### src/rtl/reg_bus_master_if.sv
// Signal bundle between the host controller, reg_bus_master and the register bank.
// The master modport is the initiator's view; slave is the host/bank side.
interface reg_bus_master_if;
    logic        cmd_valid;
    logic        cmd_ready;
    logic        cmd_wr;
    logic [1:0]  cmd_addr;
    logic [1:0]  cmd_len;
    logic [15:0] cmd_wdata;

    logic        rsp_valid;
    logic        rsp_ready;
    logic [15:0] rsp_rdata;
    logic        rsp_last;

    logic        sel;
    logic        wr;
    logic [1:0]  addr;
    logic [15:0] wdata;
    logic [15:0] rdata;

    modport master (
        input  cmd_valid, cmd_wr, cmd_addr, cmd_len, cmd_wdata, rsp_ready, rdata,
        output cmd_ready, rsp_valid, rsp_rdata, rsp_last, sel, wr, addr, wdata
    );

    modport slave (
        output cmd_valid, cmd_wr, cmd_addr, cmd_len, cmd_wdata, rsp_ready, rdata,
        input  cmd_ready, rsp_valid, rsp_rdata, rsp_last, sel, wr, addr, wdata
    );
endinterface

### src/rtl/reg_bus_master.sv
// Command-driven initiator for the 4-entry, 16-bit register bank bus.
// Sequences one write or a 1..4 beat wrapping burst read per command, one response per beat.
module reg_bus_master #(
    parameter int RD_LAT = 2
) (
    input  logic              clk,
    input  logic              reset,
    reg_bus_master_if.master  bus
);
    localparam int            LW       = (RD_LAT > 1) ? $clog2(RD_LAT) : 1;
    localparam logic [LW-1:0] LAT_LAST = LW'(RD_LAT - 1);

    typedef enum logic [1:0] {IDLE, ACCESS, RESP} state_t;

    typedef struct packed {
        logic        sel;
        logic        wr;
        logic [1:0]  addr;
        logic [15:0] wdata;
    } bus_t;

    state_t         state, state_nxt;
    bus_t           bus_q, bus_nxt;
    logic           wr_q;
    logic [1:0]     addr_q;
    logic [1:0]     beats_q;
    logic [15:0]    wdata_q;
    logic [15:0]    rdata_q;
    logic           last_q;
    logic [LW-1:0]  lat_cnt;
    logic           cmd_hs, rsp_hs, access_done;

    assign cmd_hs      = bus.cmd_valid && bus.cmd_ready;
    assign rsp_hs      = bus.rsp_valid && bus.rsp_ready;
    assign access_done = (state == ACCESS) && (wr_q || (lat_cnt == LAT_LAST));

    // NOTE: sequential state uses non-blocking assignments so every flop samples pre-edge values.
    always_ff @(posedge clk) begin
        if (reset) state <= IDLE;
        else       state <= state_nxt;
    end

    // NOTE: every combinational output gets a default first so no path infers a latch.
    always_comb begin
        state_nxt = state;
        case (state)
            IDLE:    if (cmd_hs)      state_nxt = ACCESS;
            ACCESS:  if (access_done) state_nxt = RESP;
            RESP:    if (rsp_hs)      state_nxt = (beats_q != 2'd0) ? ACCESS : IDLE;
            default:                  state_nxt = IDLE;
        endcase
    end

    // Bus values are computed for the coming cycle and registered, so no cmd_* path reaches the pins.
    always_comb begin
        bus.cmd_ready = (state == IDLE) && !reset;
        bus.rsp_valid = (state == RESP) && !reset;
        bus_nxt       = '0;
        if (state_nxt == ACCESS) begin
            case (state)
                IDLE:    bus_nxt = '{sel: 1'b1, wr: bus.cmd_wr, addr: bus.cmd_addr,
                                     wdata: bus.cmd_wr ? bus.cmd_wdata : 16'h0};
                ACCESS:  bus_nxt = '{sel: 1'b1, wr: wr_q, addr: addr_q, wdata: wdata_q};
                RESP:    bus_nxt = '{sel: 1'b1, wr: 1'b0, addr: addr_q + 2'd1, wdata: 16'h0};
                default: bus_nxt = '0;
            endcase
        end
    end

    always_ff @(posedge clk) begin
        if (reset) begin
            bus_q   <= '0;
            wr_q    <= 1'b0;
            addr_q  <= 2'd0;
            beats_q <= 2'd0;
            wdata_q <= 16'h0;
            rdata_q <= 16'h0;
            last_q  <= 1'b0;
            lat_cnt <= '0;
        end else begin
            bus_q <= bus_nxt;
            case (state)
                IDLE: if (cmd_hs) begin
                    wr_q    <= bus.cmd_wr;
                    addr_q  <= bus.cmd_addr;
                    beats_q <= bus.cmd_wr ? 2'd0 : bus.cmd_len;
                    wdata_q <= bus.cmd_wr ? bus.cmd_wdata : 16'h0;
                    lat_cnt <= '0;
                end
                ACCESS: begin
                    if (access_done) begin
                        rdata_q <= wr_q ? 16'h0 : bus.rdata;
                        last_q  <= (beats_q == 2'd0);
                        lat_cnt <= '0;
                    end else begin
                        lat_cnt <= lat_cnt + LW'(1);
                    end
                end
                // The beat address advances on the response handshake, wrapping 3 -> 0.
                RESP: if (rsp_hs && (beats_q != 2'd0)) begin
                    addr_q  <= addr_q + 2'd1;
                    beats_q <= beats_q - 2'd1;
                end
                default: ;
            endcase
        end
    end

    assign bus.sel       = bus_q.sel;
    assign bus.wr        = bus_q.wr;
    assign bus.addr      = bus_q.addr;
    assign bus.wdata     = bus_q.wdata;
    assign bus.rsp_rdata = rdata_q;
    assign bus.rsp_last  = last_q;
endmodule

### src/flat_wrapper.sv
// flat-port wrapper written by rule: the top's interface ports become plain ports
module reg_bus_master_flat 
#(
    parameter int RD_LAT = 2
)
  (clk, reset, bus_cmd_valid, bus_cmd_wr, bus_cmd_addr, bus_cmd_len, bus_cmd_wdata, bus_rsp_ready, bus_rdata, bus_cmd_ready, bus_rsp_valid, bus_rsp_rdata, bus_rsp_last, bus_sel, bus_wr, bus_addr, bus_wdata);
  reg_bus_master_if bus_i ();
  input  logic clk;
  input  logic reset;
  input wire logic [$bits(bus_i.cmd_valid)-1:0] bus_cmd_valid;
  input wire logic [$bits(bus_i.cmd_wr)-1:0] bus_cmd_wr;
  input wire logic [$bits(bus_i.cmd_addr)-1:0] bus_cmd_addr;
  input wire logic [$bits(bus_i.cmd_len)-1:0] bus_cmd_len;
  input wire logic [$bits(bus_i.cmd_wdata)-1:0] bus_cmd_wdata;
  input wire logic [$bits(bus_i.rsp_ready)-1:0] bus_rsp_ready;
  input wire logic [$bits(bus_i.rdata)-1:0] bus_rdata;
  output wire logic [$bits(bus_i.cmd_ready)-1:0] bus_cmd_ready;
  output wire logic [$bits(bus_i.rsp_valid)-1:0] bus_rsp_valid;
  output wire logic [$bits(bus_i.rsp_rdata)-1:0] bus_rsp_rdata;
  output wire logic [$bits(bus_i.rsp_last)-1:0] bus_rsp_last;
  output wire logic [$bits(bus_i.sel)-1:0] bus_sel;
  output wire logic [$bits(bus_i.wr)-1:0] bus_wr;
  output wire logic [$bits(bus_i.addr)-1:0] bus_addr;
  output wire logic [$bits(bus_i.wdata)-1:0] bus_wdata;
  assign bus_i.cmd_valid = bus_cmd_valid;
  assign bus_i.cmd_wr = bus_cmd_wr;
  assign bus_i.cmd_addr = bus_cmd_addr;
  assign bus_i.cmd_len = bus_cmd_len;
  assign bus_i.cmd_wdata = bus_cmd_wdata;
  assign bus_i.rsp_ready = bus_rsp_ready;
  assign bus_i.rdata = bus_rdata;
  assign bus_cmd_ready = bus_i.cmd_ready;
  assign bus_rsp_valid = bus_i.rsp_valid;
  assign bus_rsp_rdata = bus_i.rsp_rdata;
  assign bus_rsp_last = bus_i.rsp_last;
  assign bus_sel = bus_i.sel;
  assign bus_wr = bus_i.wr;
  assign bus_addr = bus_i.addr;
  assign bus_wdata = bus_i.wdata;
  reg_bus_master #(.RD_LAT(RD_LAT)) u_core (.clk(clk), .reset(reset), .bus(bus_i));
endmodule
### config.mk
export PLATFORM = sky130hd
export DESIGN_NAME = reg_bus_master_flat
export DESIGN_NICKNAME = d
export VERILOG_FILES = /design/src/rtl/reg_bus_master_if.sv /design/src/rtl/reg_bus_master.sv /design/src/flat_wrapper.sv
export SDC_FILE = /design/constraint.sdc
export NUM_CORES = 1
export LEC_CHECK = 0
export CAP_MARGIN = 0
export CORE_MARGIN = 2
export CORE_UTILIZATION = 35
export CTS_BUF_LIST = sky130_fd_sc_hd__clkbuf_16
export DETAILED_ROUTE_END_ITERATION = 8
export PLACE_DENSITY = 0.7
export SYNTH_ARGS = -nofsm -noshare
export SYNTH_HDL_FRONTEND = slang
export SYNTH_SLANG_ARGS = --single-unit
### constraint.sdc
create_clock -name clk -period 4.6 [get_ports clk]
set_input_delay 1.15 -clock clk [delete_from_list [all_inputs] [get_ports clk]]
set_output_delay 1.15 -clock clk [all_outputs]
set_load 0.02 [all_outputs]
==> results of run 1 <==
==> final cells by class <==
type / instances / area (µm²)
Clock buffer: 9 / 225
Clock inverter: 7 / 33.8
Fill cell: 672 / 3280
Inverter: 6 / 22.5
Multi-Input combinational cell: 220 / 1120
Sequential cell: 61 / 1220
Tap cell: 96 / 120
Timing Repair Buffer: 82 / 808
==> stage by stage <==
stage	power (mW)	setup WS, ps	area (µm²)	utilization	hold slack [ps]
floorplan	0.683	1800	2500	-	436
global placement	0.758	1390	3300	0.482	437
detailed placement	0.761	1360	3300	0.482	442
CTS	1.34	1370	3550	0.520	449
global route	1.39	1310	3550	0.520	468
finish	1.33	1380	3550	0.520	446
==> final timing paths <==
kind	endpoint	startpoint	slack, ps
hold / removal	u_core.bus.rsp_rdata[7]$_SDFFE_PP0P_	u_core.bus.rsp_rdata[7]$_SDFFE_PP0P_	450
setup reg to reg	u_core.wdata_q[12]$_SDFFE_PP0P_	u_core.state[0]$_SDFF_PP0_	2720
setup / recovery	bus_cmd_ready	reset	1380
hold reg to reg	u_core.bus.rsp_rdata[7]$_SDFFE_PP0P_	u_core.bus.rsp_rdata[7]$_SDFFE_PP0P_	450
==> state kept, by name, indices dropped and copies added, names as in the netlist, 2 cells and up <==
name	count
u_core.wdata_q	16
u_core.state	2
u_core.addr_q	2
u_core.bus.rsp_rdata	16
u_core.bus.addr	2
u_core.bus.wdata	16
u_core.beats_q	2
==> layer usage <==
layer  GRT usage  vias to the layer above  wire, µm
met3      0.0550                        7       471
met4      0.0661                        0        78
met5           0                        -         0
li1            -                     1165         -
met2       0.247                       74      2640
met1       0.190                     1020      2480
==> worst min-delay path, stage by stage, from the launching register on <==
cell and delay (ps):
dfxtp_1 300, nand2_1 50, a21oi_1 50
==> power breakdown <==
group          leakage (nW)  internal [mW]  total (mW)  switching [mW]
registers             0.496          0.552       0.566          0.0143
logic                 0.672         0.0861       0.182          0.0963
clock network         0.131          0.355       0.577           0.222
total                  1.30          0.992        1.33           0.333
==> Yosys cell counts <==
master    number  share of area
mux2i_1        3          0.012
a22oi_4        1         0.0085
and2b_1        2         0.0060
and3_1         1         0.0025
inv_1          6         0.0090
nor3_1         1         0.0020
a211oi_1       1         0.0030
o21ai_2        1         0.0035
nor2_1        35          0.053
dfxtp_1       61           0.49
nor2_2        10          0.025
a21o_1         2         0.0060
o22ai_1        1         0.0025
nand3_1       16          0.032
nor2b_1        2         0.0050
or2_2          1         0.0025
buf_2          5          0.010
nand2b_1       1         0.0025
nand3b_1      16          0.048
nand2_1       58          0.087
clkbuf_1      11          0.017
a21oi_1       55           0.11
or3_1          2         0.0050
o21ai_0        4         0.0080
buf_6          3          0.014
and2_0         1         0.0025
nor2_4         1         0.0045
nor3_2         1         0.0040
nor2b_2        1         0.0035
buf_1          2         0.0030
a311oi_1       1         0.0035
ha_1           1         0.0050
buf_4          3         0.0090
and2_1         1         0.0025
==> cells by family (layout without fill, tap and decap cells) <==
family,after synthesis,in the layout,share of synthesized area
compound gates,66,66,0.145
fa+ha+maj,1,1,0.00501
buf+inv,30,104,0.0611
flops,61,61,0.489
mux,3,3,0.0120
simple gates,150,150,0.288
==> key figures, run 1 <==
Global route
  – Initial antenna violation count: 0
  – First-pass GRT wire length: 9450 µm
  – Gr ovfl total: 0
  – Vias in the first global route: 2,035
  – All-Layer GR Usage: 0.155
  – Pin count of the biggest net entering global routing: 43

Routing
  – DR vias/cell: 4.71
  – Vias: 2,266
  – Drt total wl: ~5700 µm
  – Drt first pass iters: 6
  – Final ANT Viol Nets: 0
  – Drt initial violations: between 100 and 150
  – Residual DRC: 0
  – Routed length per placed instance: 11.8 µm

Synth
  – Sequential element share of the synthesized area: 0.489
  – Post-Synthesis Cell Area: 2500 µm²
  – Synth warnings: 0
  – Post-Syn Area per Cell: about 8.0 µm²
  – Count of different cell masters after synthesis: 34
  – Mapped Cells: 311
  – Syn Nets: approximately 350
  – #FFs+latches synth: 61

Floorplanning
  – Starting density of the core: 0.366
  – Ports: 80
  – Die area: between 7000 and 8000 µm²
  – Chip height: 88.5 µm
  – Core area: 6830 µm²
  – Die width: approximately 90 µm
  – FP Rows: 30

Timing
  – Skew final: 7.44 ps
  – Final setup viols: 0
  – Worst Max-Slew Pin Slew: 787 ps
  – TNS Setup: 0 ps
  – Fmax: 310 MHz
  – Fin crit share: 0.700
  – Period minus WS final: 3220 ps
  – Fin. max-slew vios: 0
  – Max_slew headroom: 0.475
  – Hold violation total from the final report: 0
  – Unrepaired setup endpoints after global routing: no

Setup path
  – Critical-path top delay cell: clkdlybuf4s50_1
  – Startpoint types: input pin
  – Crit path capture type: primary output
  – Worst path required time: 3450 ps
  – Crit path kind: in -> out
  – CP Cell Sequence: buf_2, nor3_2, clkdlybuf4s50_1
  – Worst-path fanout max: 3
  – Buffers & Inverters on Critical Path: 2
  – Crit-path leading delay family: buffers and inverters
  – WP depth: 3
  – Cells on worst reg2reg path: 5
  – Max incr delay on CP: 640 ps
  – CP arrival: 2070 ps

Finish
  – Layout area overhead: 42.3%
  – Share of layout cells above drive strength 1: 0.0857
  – Most frequent cells in the layout: clkdlybuf4s50_1 (78), dfxtp_1 (61), nand2_1 (58)
  – Leading cell type in the layout, fill and taps excluded: clkdlybuf4s50_1
  – Diodes inserted: 0
  – Layout Nets: 422
  – Final Non-Filler Cells: 481

Hold path
  – Hold Path Class: reg -> reg
  – Hold path depth: 2

Place
  – Placer Congestion: 0.773
  – HPWL Detailed: 3800 µm
  – # port buffers: 79
  – Placed insts: roughly 470

CTS
  – Worst-Skew Late Latency: 320 ps
  – Clk sinks: 61
  – Number of post-CTS setup repair buffers: 0
  – Num CTS Buffers: 9
  – Clock root buffer: clkbuf_16
  – Hold_buf cts: 0
  – Reg clk slew, reported paths: ~50 ps
  – CTS tree: done
  – Worst-case clock buffer depth: 2
  – PostCTS Resize Cnt: 0
  – H-Tree Depth: 3

Pwr
  – Peak VDD IR: 0.170 mV
  – Power Dens Cells: 373 nW/µm²
  – Static leakage: 1.30 nW

Outcome
  – Status: finished clean

Job
  – MaxCap Viol Count: 0
(Power assumes the default switching activity.)
==> inputs of run 2 (changes only) <==
Settings changed: PLACE_DENSITY 0.7 to 0.73.
Clock period 4.6 ns to 2.9 ns, I/O delays scaled along.
==> run 2 against run 1 <==
First-iteration DRC count is 8.0% higher. Core utilization is 0.75 points higher. Global-route usage is 1.3 points higher. Via count is 2.6% higher. Clock power is 73% higher. Non-clock buffer count is 2 higher. Wire length is 10% higher. Flip-flop and latch count stayed put. Clock skew is 1.2 ps lower. Critical path type is now reg -> out.
==> key figures, run 2 (synthesis results as in run 1) <==
Timing
  – TNS Setup: 0 ps
  – Hold violation total from the final report: 0
  – Final setup viols: 0
  – Fin. max-slew vios: 0
  – Unrepaired setup endpoints after global routing: no
  – Worst Max-Slew Pin Slew: 774 ps
  – Fin crit share: 0.847
  – Fmax: approximately 410 MHz
  – Skew final: 6.26 ps
  – Max_slew headroom: 0.484
  – Period minus WS final: 2460 ps

Finish
  – Most frequent cells in the layout: clkdlybuf4s50_1 (78), dfxtp_1 (61), nand2_1 (58)
  – Layout area overhead: 44.4%
  – Final instance area: 3610 µm²
  – Diodes inserted: 0
  – Register Area: between 1000 and 1500 µm²
  – Leading cell type in the layout, fill and taps excluded: clkdlybuf4s50_1
  – # fillers: 660
  – Layout Nets: 424
  – Share of layout cells above drive strength 1: 0.0930
  – Multi-input logic area: 1120 µm²

Setup path
  – Cells on worst reg2reg path: 5
  – Crit path kind: reg -> out
  – Worst path required time: 2170 ps
  – Worst-path fanout max: 14
  – CP arrival: between 1500 and 2000 ps
  – Startpoint types: flop
  – Crit path capture type: primary output

Floorplanning
  – Ports: 80
  – Die width: 88.5 µm
  – Starting density of the core: 0.366
  – Core area: 6830 µm²
  – FP Rows: 30
  – Die area: 7830 µm²
  – Chip height: 88.5 µm

Pwr
  – Flop pwr share: 0.407
  – NetSw: 534 µW
  – Switching share of power: 0.243
  – Share of total power in the clock network: 0.456
  – Peak VDD IR: a little over 0.4 mV
  – Static leakage: between 1 and 1.5 nW
  – P_int: 1.67 mW
  – Power Dens Cells: between 600 and 700 nW/µm²
  – Comb pwr share: 0.137

CTS
  – Num CTS Buffers: 9
  – Worst-case clock buffer depth: 2
  – Clock root buffer: clkbuf_16
  – Number of post-CTS setup repair buffers: 0
  – Reg clk slew, reported paths: 50 ps
  – Worst-Skew Late Latency: 320 ps
  – PostCTS Resize Cnt: 0
  – CTS tree: done
  – Clk sinks: 61
  – H-Tree Depth: 3
  – Hold_buf cts: 0

Routing
  – Vias: between 2,000 and 2,500
  – Drt initial violations: 121
  – Drt total wl: 6250 µm
  – DR vias/cell: 4.81
  – Residual DRC: 0
  – Drt first pass iters: 4
  – Routed length per placed instance: 12.9 µm
  – Final ANT Viol Nets: 0

Global route
  – All-Layer GR Usage: 0.168
  – Gr ovfl total: 0
  – First-pass GRT wire length: 10,000 µm
  – Pin count of the biggest net entering global routing: 43
  – Vias in the first global route: 2,194
  – Initial antenna violation count: 0

Job
  – MaxCap Viol Count: 0

Place
  – HPWL Detailed: 4130 µm
  – Placed cell area: 3320 µm²
  – # port buffers: 79
  – Placer Congestion: 0.817

Outcome
  – Status: finished clean

Hold path
  – Hold Path Class: reg -> reg
  – Hold path depth: 2
==> run 2: worst paths after layout <==
path	start	end	slack [ps]
min	u_core.bus.rsp_rdata[4]$_SDFFE_PP0P_	u_core.bus.rsp_rdata[4]$_SDFFE_PP0P_	450
max	u_core.state[0]$_SDFF_PP0_	bus_cmd_ready	440
max reg2reg	u_core.state[0]$_SDFF_PP0_	u_core.bus.rsp_rdata[1]$_SDFFE_PP0P_	970
min reg2reg	u_core.bus.rsp_rdata[4]$_SDFFE_PP0P_	u_core.bus.rsp_rdata[4]$_SDFFE_PP0P_	450
==> run 2: layout make-up <==
cell class | instances | area share
Clock buffer | 9 | 0.0625
Clock inverter | 7 | 0.0160
Tap cell | 96 | 0.0333
Timing Repair Buffer | 84 | 0.232
Multi-Input combinational cell | 220 | 0.312
Inverter | 6 | 0.00625
Sequential cell | 61 | 0.339
==> run 2: layer usage <==
layer  GRT usage  vias up  wire [µm]
met5           0        -          0
met4      0.0565        0         34
met3      0.0653        4        429
met2       0.290       81       3070
met1       0.190     1074       2720
li1            -     1166          -
==> run 2: power groups by stage <==
stage / Sequential, mW / Clock (mW) / Combinational, mW
3_5_place_dp: 0.913 / 0 / 0.303
3_3_place_gp: 0.911 / 0 / 0.299
6_report: 0.896 / 1.00 / 0.302
5_1_grt: 0.899 / 1.07 / 0.331
4_1_cts: 0.896 / 1.03 / 0.305
2_1_floorplan: 0.933 / 0 / 0.151
==> run 2: metrics by stage <==
stage / setup WS [ps] / instances / power [mW] / hold WS [ps] / utilization
finish: 445 / 483 / 2.20 / 448 / 0.528
global route: 354 / 483 / 2.29 / 470 / 0.528
CTS: 422 / 483 / 2.23 / 451 / 0.528
detailed placement: 493 / 467 / 1.22 / 444 / 0.486
global placement: 530 / 467 / 1.21 / 437 / 0.486
floorplan: 954 / 311 / 1.08 / 436 / -
==> run 2: worst max-delay path, stage by stage, from the launching register on <==
cell	delay (ps)
dfxtp_1	320
buf_4	190
nor3_2	250
clkdlybuf4s50_1	640
